### src/rtl/stage5_writeback.sv
// stage5_writeback: final (writeback) stage of the RISC-V pipeline.
//
// Accepts completed instructions from the memory stage over a valid/ready
// handshake. Non-loads write their ALU result on the cycle after acceptance.
// Loads park the stage in StWaitLoad until data memory returns mem_rvalid.
// The returned word is then formatted for LB/LH/LW/LBU/LHU and written. If
// LOAD_TIMEOUT edges pass without data, the load is abandoned and a sticky
// flag is set. The register-file write port is registered, and each write
// is a one-cycle pulse.
//
// Ports:
//   clk, reset            pipeline clock; asynchronous active-high reset
//   in_valid / in_ready   handshake from the memory stage
//   alu_result, rd_idx, reg_write_enable, mem_load_enable,
//   load_funct3, load_addr_lo  instruction payload
//   mem_rdata, mem_rvalid  load data returned by data memory
//   write_enable, write_idx, write_data  register-file write port
//   retired               count of completed instructions (wraps)
//   load_timeout          sticky: a load was abandoned
module stage5_writeback #(
  parameter int unsigned LOAD_TIMEOUT = 15  // legal range 1..255
) (
  input  logic        clk,
  input  logic        reset,
  input  logic        in_valid,
  output logic        in_ready,
  input  logic [31:0] alu_result,
  input  logic [4:0]  rd_idx,
  input  logic        reg_write_enable,
  input  logic        mem_load_enable,
  input  logic [2:0]  load_funct3,
  input  logic [1:0]  load_addr_lo,
  input  logic [31:0] mem_rdata,
  input  logic        mem_rvalid,
  output logic        write_enable,
  output logic [4:0]  write_idx,
  output logic [31:0] write_data,
  output logic [31:0] retired,
  output logic        load_timeout
);

  typedef enum logic [0:0] {StIdle, StWaitLoad} state_e;

  localparam logic [7:0] TimeoutCount = LOAD_TIMEOUT[7:0];

  state_e      state_q, state_d;
  logic [4:0]  ld_rd_q, ld_rd_d;
  logic        ld_we_q, ld_we_d;
  logic [2:0]  ld_funct3_q, ld_funct3_d;
  logic [1:0]  ld_addr_q, ld_addr_d;
  logic [7:0]  tcnt_q, tcnt_d;
  logic        we_q, we_d;
  logic [4:0]  widx_q, widx_d;
  logic [31:0] wdata_q, wdata_d;
  logic [31:0] retired_q, retired_d;
  logic        timeout_q, timeout_d;

  logic [15:0] shifted;
  logic [31:0] load_data;

  // Only the low halfword of the shifted word is ever used. For a halfword
  // at addr_lo=3 this leaves the upper byte zero.
  always_comb begin
    shifted = 16'(mem_rdata >> {ld_addr_q, 3'b000});
    unique case (ld_funct3_q)
      3'd0:    load_data = {{24{shifted[7]}}, shifted[7:0]};
      3'd1:    load_data = {{16{shifted[15]}}, shifted[15:0]};
      3'd4:    load_data = {24'd0, shifted[7:0]};
      3'd5:    load_data = {16'd0, shifted[15:0]};
      default: load_data = mem_rdata;  // LW and the undefined encodings
    endcase
  end

  always_comb begin
    state_d     = state_q;
    ld_rd_d     = ld_rd_q;
    ld_we_d     = ld_we_q;
    ld_funct3_d = ld_funct3_q;
    ld_addr_d   = ld_addr_q;
    tcnt_d      = tcnt_q;
    we_d        = 1'b0;
    widx_d      = widx_q;
    wdata_d     = wdata_q;
    retired_d   = retired_q;
    timeout_d   = timeout_q;

    unique case (state_q)
      StIdle: begin
        if (in_valid) begin
          if (mem_load_enable) begin
            ld_rd_d     = rd_idx;
            ld_we_d     = reg_write_enable;
            ld_funct3_d = load_funct3;
            ld_addr_d   = load_addr_lo;
            tcnt_d      = 8'd0;
            state_d     = StWaitLoad;
          end else begin
            we_d      = reg_write_enable && (rd_idx != 5'd0);
            widx_d    = rd_idx;
            wdata_d   = alu_result;
            retired_d = retired_q + 32'd1;
          end
        end
      end
      StWaitLoad: begin
        if (mem_rvalid) begin
          we_d      = ld_we_q && (ld_rd_q != 5'd0);
          widx_d    = ld_rd_q;
          wdata_d   = load_data;
          retired_d = retired_q + 32'd1;
          state_d   = StIdle;
        end else begin
          tcnt_d = tcnt_q + 8'd1;
          if (tcnt_d == TimeoutCount) begin
            timeout_d = 1'b1;
            state_d   = StIdle;
          end
        end
      end
      default: state_d = StIdle;
    endcase
  end

  always_ff @(posedge clk or posedge reset) begin
    if (reset) begin
      state_q     <= StIdle;
      ld_rd_q     <= 5'd0;
      ld_we_q     <= 1'b0;
      ld_funct3_q <= 3'd0;
      ld_addr_q   <= 2'd0;
      tcnt_q      <= 8'd0;
      we_q        <= 1'b0;
      widx_q      <= 5'd0;
      wdata_q     <= 32'd0;
      retired_q   <= 32'd0;
      timeout_q   <= 1'b0;
    end else begin
      state_q     <= state_d;
      ld_rd_q     <= ld_rd_d;
      ld_we_q     <= ld_we_d;
      ld_funct3_q <= ld_funct3_d;
      ld_addr_q   <= ld_addr_d;
      tcnt_q      <= tcnt_d;
      we_q        <= we_d;
      widx_q      <= widx_d;
      wdata_q     <= wdata_d;
      retired_q   <= retired_d;
      timeout_q   <= timeout_d;
    end
  end

  assign in_ready     = (state_q == StIdle);
  assign write_enable = we_q;
  assign write_idx    = widx_q;
  assign write_data   = wdata_q;
  assign retired      = retired_q;
  assign load_timeout = timeout_q;

endmodule
### config.mk
export PLATFORM = sky130hd
export DESIGN_NAME = stage5_writeback
export DESIGN_NICKNAME = d
export VERILOG_FILES = /design/src/rtl/stage5_writeback.sv
export SDC_FILE = /design/constraint.sdc
export NUM_CORES = 1
export LEC_CHECK = 0
export ABC_CLOCK_PERIOD_IN_PS = 4800
export CORE_UTILIZATION = 50
export DETAILED_ROUTE_END_ITERATION = 10
export GPL_ROUTABILITY_DRIVEN = 0
export GPL_TIMING_DRIVEN = 0
export PLACE_DENSITY = 0.86
export SYNTH_ARGS = -nofsm -noshare
export SYNTH_HDL_FRONTEND = slang
export SYNTH_SLANG_ARGS = --single-unit
export TNS_END_PERCENT = 10
### constraint.sdc
create_clock -name clk -period 4.8 [get_ports clk]
set_input_delay 1.2 -clock clk [delete_from_list [all_inputs] [get_ports clk]]
set_output_delay 1.2 -clock clk [all_outputs]
set_load 0.005 [all_outputs]
==> results of run 1 <==
[sequential cells by signal, indices dropped and copies added, names as in the netlist]
register	cells
retired	32
write_data	32
tcnt_q	8
ld_rd_q	5
write_idx	5
ld_funct3_q	3
ld_addr_q	2
ld_we_q	1
load_timeout	1
state_q	1
write_enable	1
[Yosys cell counts, types with 3 or more instances]
master,count
a21oi_1,12
a221oi_1,24
a31oi_1,7
and3_1,3
and4_1,3
buf_1,7
clkbuf_1,13
dfrtp_1,91
ha_1,3
inv_1,10
mux2_2,14
mux2i_1,13
nand2_1,61
nand2b_1,3
nand3_1,18
nand3_2,3
nand4_1,6
nor2_1,73
nor3_1,5
o211ai_1,4
o21ai_0,16
o221ai_1,7
o22ai_1,8
or4_1,3
xnor2_1,21
xor2_1,14
[power groups by stage]
stage	registers (mW)	clock network, mW	logic, mW
after global placement	1.04	0	0.762
after global routing	1.06	0.605	0.859
final	1.04	0.567	0.800
after CTS	1.04	0.575	0.792
after floorplan	1.04	0	0.353
after detailed placement	1.05	0	0.788
[layout make-up]
type / count / area [µm²]
Buffer: 25 / 115.1
Clock buffer: 10 / 127.6
Clock inverter: 6 / 90.09
Fill cell: 665 / 2325
Inverter: 11 / 43.79
Multi-Input combinational cell: 344 / 2196
Sequential cell: 91 / 2277
Tap cell: 108 / 135.1
Timing Repair Buffer: 152 / 1539
[per-stage QoR]
step	instances	TNS [ns]	setup WS (ns)	hold WS (ns)	util [%]
6_report	747	0	1.486	0.4888	73.73
5_1_grt	747	0	1.362	0.5153	73.73
4_1_cts	747	0	1.575	0.4891	73.73
3_5_place_dp	731	0	1.228	0.4728	71.27
3_3_place_gp	730	-7.198	-0.08258	0.4635	70.93
2_1_floorplan	471	0	1.236	0.4500	-
[worst min path at each step]
stage | end | slack (ns) | depth (start not counted)
after floorplan | ld_we_q$_DFFE_PP0P_ | 0.45 | 2
after global placement | ld_we_q$_DFFE_PP0P_ | 0.46 | 2
after detailed placement | load_timeout$_DFFE_PP0P_ | 0.47 | 1
after CTS | retired[8]$_DFFE_PP0P_ | 0.49 | 1
after global routing | load_timeout$_DFFE_PP0P_ | 0.52 | 1
final | retired[8]$_DFFE_PP0P_ | 0.49 | 1
[logic make-up after synthesis]
| logic type | share of synthesized area (%) |
|---|---|
| and+or+nand+nor | 19.22 |
| DFF | 49.19 |
| AOI/OAI and AO/OA | 13.87 |
| xor gates and xnor gates | 7.324 |
| buffers and inverters | 3.379 |
| muxes | 6.216 |
| adders and majority gates | 0.8109 |
[worst max-delay path, cell delays in order]
cell and delay [ns]:
clkdlybuf4s50_1 0.54, nand2b_1 0.12, a311o_1 0.36, a211oi_1 0.38
nor2_1 0.22, clkbuf_1 0.32, a221oi_1 0.41
[per-layer routing]
metal / global-route usage (%) / up-vias / routed length [µm]
li1: - / 1999 / -
met1: 39.57 / 2107 / 5618
met2: 45.99 / 211 / 6613
met3: 5.369 / 46 / 1101
met4: 14.01 / 0 / 551
met5: 0 / - / 0
==> impl_metrics.py, run 1 <==
metrics = {
    "worst_setup_path": {
        "rr_endpoint": "write_data[16]$_DFFE_PP0P_",
        "arrival_ns": 3.55,
        "reg2reg_depth": 6,
        "r2r_setup_slack_ns": 2.36,
        "crit_start": "mem_rdata[23]",
        "crit_type": "input pin to register",
        "cp-start-kind": "input pin",
        "reg2reg_from": "ld_addr_q[1]$_DFFE_PP0P_",
        "required_ns": 5.04,
        "cp_max_fo": 10,
        "critPathCaptureType": "register",
        "endpoint": "write_data[16]$_DFFE_PP0P_",
    },
    "detailed_routing": {
        "vias_per_cell": 5.841,
        "drtIter0Drc": 424,
        "avgRoutedWirePerCell_um": 18.59,
        "drcViolationCount": 6,
        "drt-pass1-iter-count": 8,
        "ant_nets": 0,
        "drt-total-wl_um": 13890,
        "vias": 4363,
    },
    "die": {
        "die_area_um2": 9648,
        "ios": 152,
        "die_h_um": 98.23,
        "initial_core_util_pct": 52.32,
        "row_count": 34,
        "die_w_um": 98.23,
        "design.core.area_um2": 8848,
    },
    "pwr": {
        "seqPwrFrac_pct": 43.2,
        "power.density_nw_per_um2": 369.1,
        "p_leak_nw": 2.726,
        "clkPwrFrac_pct": 23.6,
        "intPower_mw": 1.648,
        "p_comb_share_pct": 33.2,
        "peakVddDrop_mv": 0.1781,
        "switching_power_mw": 0.7598,
        "totalPowerFinal_mw": 2.408,
        "swShare_pct": 31.55,
    },
    "yosys": {
        "dominantRegCellSynth": "dfrtp_1",
        "synth_top_area_cell": "dfrtp_1",
        "synth_top_area_share_pct": 49.19,
        "synth-edff-count": 0,
        "synth.avg_cell_area_um2": 9.829,
        "synth.area.top_cells": "dfrtp_1, nor2_1, nand2_1",
        "ys_ff_latch": 91,
        "synth-async-reset-ratio_pct": 100.0,
        "synthCells": 471,
        "synth_cell_types": 49,
        "yosysWarnings": 0,
        "syn_nets": 554,
        "syn_area_um2": 4629,
        "ys_seq_area_share_pct": 49.19,
    },
    "run_status": {
        "violations": "DRC",
        "status": "finished with violations",
    },
    "cts": {
        "cts_buffers": 9,
        "root_buffer": "clkbuf_8",
        "clock_sinks": 91,
        "clkLatencyLatePin_ns": 0.36,
        "cts_tree": "yes",
        "clk_path_buf_depth": 2,
        "cts.clk_slew.worst_paths_ns": 0.09,
        "ctsHtreeMaxLevel": 3,
        "cts_resized": 0,
        "post_cts_buffers": 0,
        "hold_buffers": 0,
    },
    "final_layout": {
        "syn2layout_area_growth_pct": 40.92,
        "mostFrequentLayoutCells": "clkdlybuf4s50_1, dfrtp_1, nor2_1",
        "diodes": 0,
        "layout_commonest_cell": "clkdlybuf4s50_1",
        "nets": 717,
        "drive_gt1_share_pct": 7.825,
        "final_area_um2": 6524,
    },
    "timing": {
        "setup_viol": 0,
        "hold_viol_final": 0,
        "period_minus_slack_ns": 3.314,
        "finalClockSkew_ns": 0.01156,
        "drv_slew": 0,
        "worst_pin_slew_ns": 0.8901,
        "rsz0062_at_grt": "false",
        "fmax_mhz": 301.8,
        "slew-limit-headroom_pct": 40.20,
        "post-route-period-util_pct": 69.04,
    },
    "hold_path": {
        "min_path_type": "register to register",
        "min_from": "retired[8]$_DFFE_PP0P_",
    },
    "global_routing": {
        "grt_max_degree": 68,
        "grt_usage_pct": 29.31,
        "grt_pass1_wl_um": 21850,
        "grt_overflow": 0,
        "grt_pass1_vias": 4237,
        "antenna_found_initial": 0,
    },
    "placed_design": {
        "placed_cell_area_um2": 6306,
        "dp_hpwl_um": 10560,
        "numPortBuffers": 151,
    },
    "job": {
        "drv_cap": 0,
    },
}
No activity file was read; power rests on OpenSTA's default activity.
==> inputs of run 2 (changes only) <==
ABC_CLOCK_PERIOD_IN_PS = 3330   (was 4800)
CORE_UTILIZATION = 46   (was 50)
PLACE_DENSITY = 0.8   (was 0.86)
clock period = 3.33 ns   (was 4.8 ns; I/O delays follow)
==> run 2 against run 1 <==
The flow now finishes without violations. Setup slack worse by 0.97 ns. Flip-flop and latch count stayed put. Non-clock buffer count stayed put. Critical path depth did not move. Sequential power is 43% higher. Wire length fell by 2.7%. Design area is 0.96% higher. Global-route usage shrank 2.4 points. Combinational power is 44% higher. Hold slack got worse by 0.0034 ns. Core utilization fell by 6.3 points. Clock skew is 0.0020 ns higher. Critical path type unchanged.
==> impl_metrics.py, run 2 (synthesized netlist as in run 1, its figures left out) <==
metrics = {
    "run_status": {
        "status": "completed",
    },
    "final_layout": {
        "nets": 717,
        "fill_cells": 802,
        "multi_input_area_um2": 2196,
        "diodes": 0,
        "fin_util_pct": 67.38,
        "seq_area_um2": 2277,
        "syn2layout_area_growth_pct": 42.27,
        "mostFrequentLayoutCells": "clkdlybuf4s50_1, dfrtp_1, nor2_1",
        "drive_gt1_share_pct": 7.825,
        "layout_commonest_cell": "clkdlybuf4s50_1",
    },
    "die": {
        "die_w_um": 102.3,
        "ios": 152,
        "design.core.area_um2": 9774,
        "initial_core_util_pct": 47.36,
        "die_h_um": 102.3,
        "row_count": 36,
        "die_area_um2": 10470,
    },
    "cts": {
        "ctsHtreeMaxLevel": 3,
        "cts_buffers": 9,
        "post_cts_buffers": 0,
        "clkLatencyLatePin_ns": 0.36,
        "hold_buffers": 0,
        "cts_resized": 0,
        "clk_path_buf_depth": 2,
        "root_buffer": "clkbuf_8",
        "clock_sinks": 91,
        "cts_tree": "yes",
        "cts.clk_slew.worst_paths_ns": 0.09,
    },
    "worst_setup_path": {
        "crit_cells": 7,
        "critPathCaptureType": "register",
        "reg2reg_depth": 6,
        "cpMaxStageDelayCell": "clkdlybuf4s50_1",
        "critPathTopFamily": "compound AO/OA/AOI/OAI gates",
        "crit_buf_inv": 2,
        "cp-start-kind": "input pin",
        "critical-path-max-stage-delay_ns": 0.55,
        "crit_path_cell_trace": "clkdlybuf4s50_1, nand2b_1, a311o_1, a211oi_1, nor2_1, clkbuf_1, a221oi_1",
        "required_ns": 3.59,
        "cp_max_fo": 10,
        "arrival_ns": 3.08,
        "crit_type": "input pin to register",
    },
    "global_routing": {
        "grt_util_met1_pct": 36.35,
        "grt_usage_pct": 26.92,
        "met3_usage_pct": 4.720,
        "grt_overflow": 0,
        "grt_pass1_vias": 4031,
        "busiest_layer": "met2",
        "antenna_found_initial": 0,
        "grt_pass1_wl_um": 21240,
        "grt_max_degree": 48,
        "met2_usage_pct": 42.44,
    },
    "pwr": {
        "peakVddDrop_mv": 0.3249,
        "p_leak_nw": 2.745,
        "power.density_nw_per_um2": 541.7,
    },
    "timing": {
        "slew-limit-headroom_pct": 37.05,
        "drv_slew": 0,
        "fmax_mhz": 354.9,
        "period_minus_slack_ns": 2.818,
        "post-route-period-util_pct": 84.62,
        "hold_viol_final": 0,
        "setup_tns_ns": 0,
        "rsz0062_at_grt": "false",
        "setup_slack_ns": 0.5122,
        "setup_viol": 0,
        "worst_pin_slew_ns": 0.9371,
        "finalClockSkew_ns": 0.01357,
    },
    "detailed_routing": {
        "drcViolationCount": 0,
        "drtIter0Drc": 304,
        "drt-pass1-iter-count": 5,
        "vias": 4303,
        "drt-total-wl_um": 13510,
        "avgRoutedWirePerCell_um": 17.51,
        "ant_nets": 0,
        "vias_per_cell": 5.574,
    },
    "placed_design": {
        "dp_slack_ns": 0.2583,
        "dp_hpwl_um": 10370,
        "numPortBuffers": 151,
    },
    "job": {
        "drv_cap": 0,
    },
    "hold_path": {
        "holdPathStages": 1,
        "min_path_type": "register to register",
    },
}
## run 2: cell count changes in the layout (fill, tap and decap cells not counted)
cell,previous run,this run
bufinv_16,2,3
clkbuf_8,9,10
clkinv_2,1,0
clkinv_4,2,0
clkinvlp_4,1,0
inv_6,0,2
## run 2: metrics by stage
stage | cells | area [µm²] | total power, mW | hold WS, ns
2_1_floorplan | 471 | 4629 | 2.006 | 0.4500
4_1_cts | 772 | 6586 | 3.572 | 0.4878
3_3_place_gp | 755 | 6307 | 2.606 | 0.4656
3_5_place_dp | 756 | 6337 | 2.651 | 0.4679
5_1_grt | 772 | 6586 | 3.752 | 0.5020
6_report | 772 | 6586 | 3.568 | 0.4854
## run 2: per-layer routing
metal,up-vias,part of all wire (%)
li1,2004,-
met1,2095,43
met2,170,48
met3,34,5.9
met4,0,3.2
met5,-,0
## run 2: path summary, 6_finish.rpt
check | startpoint | end | slack, ns
min reg2reg | load_timeout$_DFFE_PP0P_ | load_timeout$_DFFE_PP0P_ | 0.49
max in group asynchronous | reset | write_data[10]$_DFFE_PP0P_ | 1.78
max | mem_rdata[23] | write_data[16]$_DFFE_PP0P_ | 0.51
max reg2reg | ld_addr_q[1]$_DFFE_PP0P_ | write_data[16]$_DFFE_PP0P_ | 1.01
min | load_timeout$_DFFE_PP0P_ | load_timeout$_DFFE_PP0P_ | 0.49
min in group asynchronous | reset | retired[18]$_DFFE_PP0P_ | 0.91
## run 2: cell type report
cell class / count / area share, %
Tap cell: 133 / 2.527
Timing Repair Buffer: 152 / 23.37
Sequential cell: 91 / 34.57
Clock inverter: 5 / 1.634
Buffer: 25 / 1.748
Inverter: 11 / 0.6649
Multi-Input combinational cell: 344 / 33.34
Clock buffer: 11 / 2.147
## run 2: where the power goes
| part | switching, mW | total (mW) | internal (mW) |
|---|---|---|---|
| Combinational | 0.511 | 1.15 | 0.635 |
| Sequential | 0.176 | 1.49 | 1.32 |
| Clock | 0.403 | 0.929 | 0.525 |
==> inputs of run 3 (changes only) <==
ABC_CLOCK_PERIOD_IN_PS = 2400   (was 3330)
CORE_UTILIZATION = 42   (was 46)
PLACE_DENSITY = 0.77   (was 0.8)
clock period = 2.4 ns   (was 3.33 ns; I/O delays follow)
==> run 3 against run 2 <==
Global-route usage down 1.8 points. Via count up 1.7%. Critical path depth unchanged. First-iteration DRC count down 9.5%. Power up 40%. Clock skew up 0.0013 ns. Setup slack worse by 0.49 ns. Die area up 9.3%. Core utilization down 4.1 points. Hold slack better by 0.018 ns. Sequential power up 40%. Non-clock buffer count up 1.
==> impl_metrics.py, run 3 (synthesized netlist as in run 1, its figures left out) <==
metrics = {
    "run_status": {
        "status": "completed",
    },
    "die": {
        "initial_core_util_pct": 44.05,
        "die_h_um": 107.0,
        "ios": 152,
        "design.core.area_um2": 10510,
        "die_area_um2": 11450,
        "row_count": 37,
        "die_w_um": 107.0,
    },
    "worst_setup_path": {
        "reg2reg_from": "state_q$_DFF_PP0_",
        "crit_type": "input pin to register",
        "critPathCaptureType": "register",
        "cp-start-kind": "input pin",
        "critical-path-max-stage-delay_ns": 0.56,
        "arrival_ns": 2.64,
        "crit_buf_inv": 2,
        "critPathTopFamily": "compound AO/OA/AOI/OAI gates",
        "required_ns": 2.66,
        "rr_endpoint": "retired[19]$_DFFE_PP0P_",
        "reg2reg_depth": 8,
        "cpMaxStageDelayCell": "clkdlybuf4s50_1",
        "endpoint": "write_data[16]$_DFFE_PP0P_",
        "crit_path_cell_trace": "clkdlybuf4s50_1, nand2b_1, a311o_1, a211oi_2, nor2_2, clkbuf_4, a221oi_1",
        "cp_max_fo": 10,
        "crit_cells": 7,
        "r2r_setup_slack_ns": 0.23,
        "crit_start": "mem_rdata[23]",
    },
    "cts": {
        "hold_buffers": 0,
        "clock_sinks": 91,
        "root_buffer": "clkbuf_8",
        "cts_buffers": 9,
        "ctsHtreeMaxLevel": 3,
        "clkLatencyLatePin_ns": 0.36,
        "cts_tree": "yes",
        "cts.clk_slew.worst_paths_ns": 0.11,
        "clk_path_buf_depth": 2,
        "post_cts_buffers": 0,
    },
    "detailed_routing": {
        "vias_per_cell": 5.639,
        "avgRoutedWirePerCell_um": 17.86,
        "vias": 4376,
        "drt-total-wl_um": 13860,
        "drtIter0Drc": 275,
        "ant_nets": 0,
        "drcViolationCount": 0,
        "drt-pass1-iter-count": 5,
    },
    "global_routing": {
        "grt_overflow": 0,
        "antenna_found_initial": 0,
        "grt_pass1_wl_um": 22010,
        "grt_max_degree": 37,
        "grt_usage_pct": 25.08,
        "grt_pass1_vias": 4275,
    },
    "pwr": {
        "power.density_nw_per_um2": 752.4,
        "peakVddDrop_mv": 0.4566,
        "switching_power_mw": 1.572,
        "totalPowerFinal_mw": 5.003,
        "intPower_mw": 3.430,
        "swShare_pct": 31.43,
        "seqPwrFrac_pct": 41.5,
        "clkPwrFrac_pct": 26.4,
        "p_leak_nw": 2.773,
        "p_comb_share_pct": 32.1,
    },
    "job": {
        "drv_cap": 0,
    },
    "timing": {
        "finalClockSkew_ns": 0.01485,
        "post-route-period-util_pct": 99.23,
        "whs_ns": 0.5036,
        "drv_slew": 0,
        "period_minus_slack_ns": 2.382,
        "slew-limit-headroom_pct": 51.76,
        "setup_viol": 0,
        "fmax_mhz": 419.9,
        "hold_viol_final": 0,
        "rsz0062_at_grt": "true",
        "worst_pin_slew_ns": 0.7236,
        "setup_slack_ns": 0.01850,
    },
    "final_layout": {
        "fin_util_pct": 63.27,
        "mostFrequentLayoutCells": "clkdlybuf4s50_1, dfrtp_1, nor2_1",
        "diodes": 0,
        "syn2layout_area_growth_pct": 43.62,
        "nets": 718,
        "drive_gt1_share_pct": 9.375,
        "layout_commonest_cell": "clkdlybuf4s50_1",
    },
    "placed_design": {
        "numPortBuffers": 151,
        "dp_slack_ns": -0.4481,
        "dp_hpwl_um": 10700,
    },
    "hold_path": {
        "holdPathStages": 1,
        "min_path_type": "register to register",
    },
}
## run 3: cell count changes in the layout (fill, tap and decap cells not counted), moves of 2 or more
| cell | before | now |
|---|---|---|
| buf_1 | 7 | 5 |
| buf_12 | 0 | 2 |
| clkbuf_1 | 14 | 12 |
| inv_8 | 0 | 2 |
## run 3: layer usage
metal	track usage (%)	vias to the layer above	part of all wire, %
li1	-	2004	-
met1	33.04	2139	41
met2	39.77	190	48
met3	4.195	43	6.6
met4	12.92	0	4.3
met5	0	-	0
## run 3: worst min-delay path by stage
stage,from,endpoint,slack [ns]
2_1_floorplan,ld_we_q$_DFFE_PP0P_,ld_we_q$_DFFE_PP0P_,0.45
3_3_place_gp,ld_we_q$_DFFE_PP0P_,ld_we_q$_DFFE_PP0P_,0.46
3_5_place_dp,ld_we_q$_DFFE_PP0P_,ld_we_q$_DFFE_PP0P_,0.48
4_1_cts,retired[28]$_DFFE_PP0P_,retired[28]$_DFFE_PP0P_,0.50
5_1_grt,retired[8]$_DFFE_PP0P_,retired[8]$_DFFE_PP0P_,0.51
6_report,retired[28]$_DFFE_PP0P_,retired[28]$_DFFE_PP0P_,0.50
## run 3: what timing repair did
item                       4_1_cts  5_1_grt
gates resized for setup          4        7
pin swaps                        1        1
gates cloned                     0        0
setup endpoints to repair       17       37
## run 3: area by class of cell
class / instances / area (µm²)
plain buffers: 25 / 125.1
clock buffers: 9 / 123.9
clock inverters: 7 / 130.1
fillers: 859 / 3860
inverters: 11 / 45.04
multi-input cells: 344 / 2226
flip-flops and latches: 91 / 2277
well taps: 136 / 170.2
repair buffers: 153 / 1551
## run 3: power groups by stage
stage / combinational (mW) / sequential, mW / clock, mW
after floorplan: 0.706 / 2.08 / 0
after CTS: 1.59 / 2.07 / 1.33
after global routing: 1.74 / 2.12 / 1.41
final: 1.61 / 2.08 / 1.32
after global placement: 1.54 / 2.08 / 0
after detailed placement: 1.58 / 2.10 / 0
## run 3: metrics by stage
stage	TNS (ns)	cell area, µm²	std cells
finish	0	6649	776
global route	-0.1424	6649	776
CTS	-0.0005176	6623	776
detailed placement	-16.94	6355	760
global placement	-37.73	6315	758
floorplan	0	4633	471
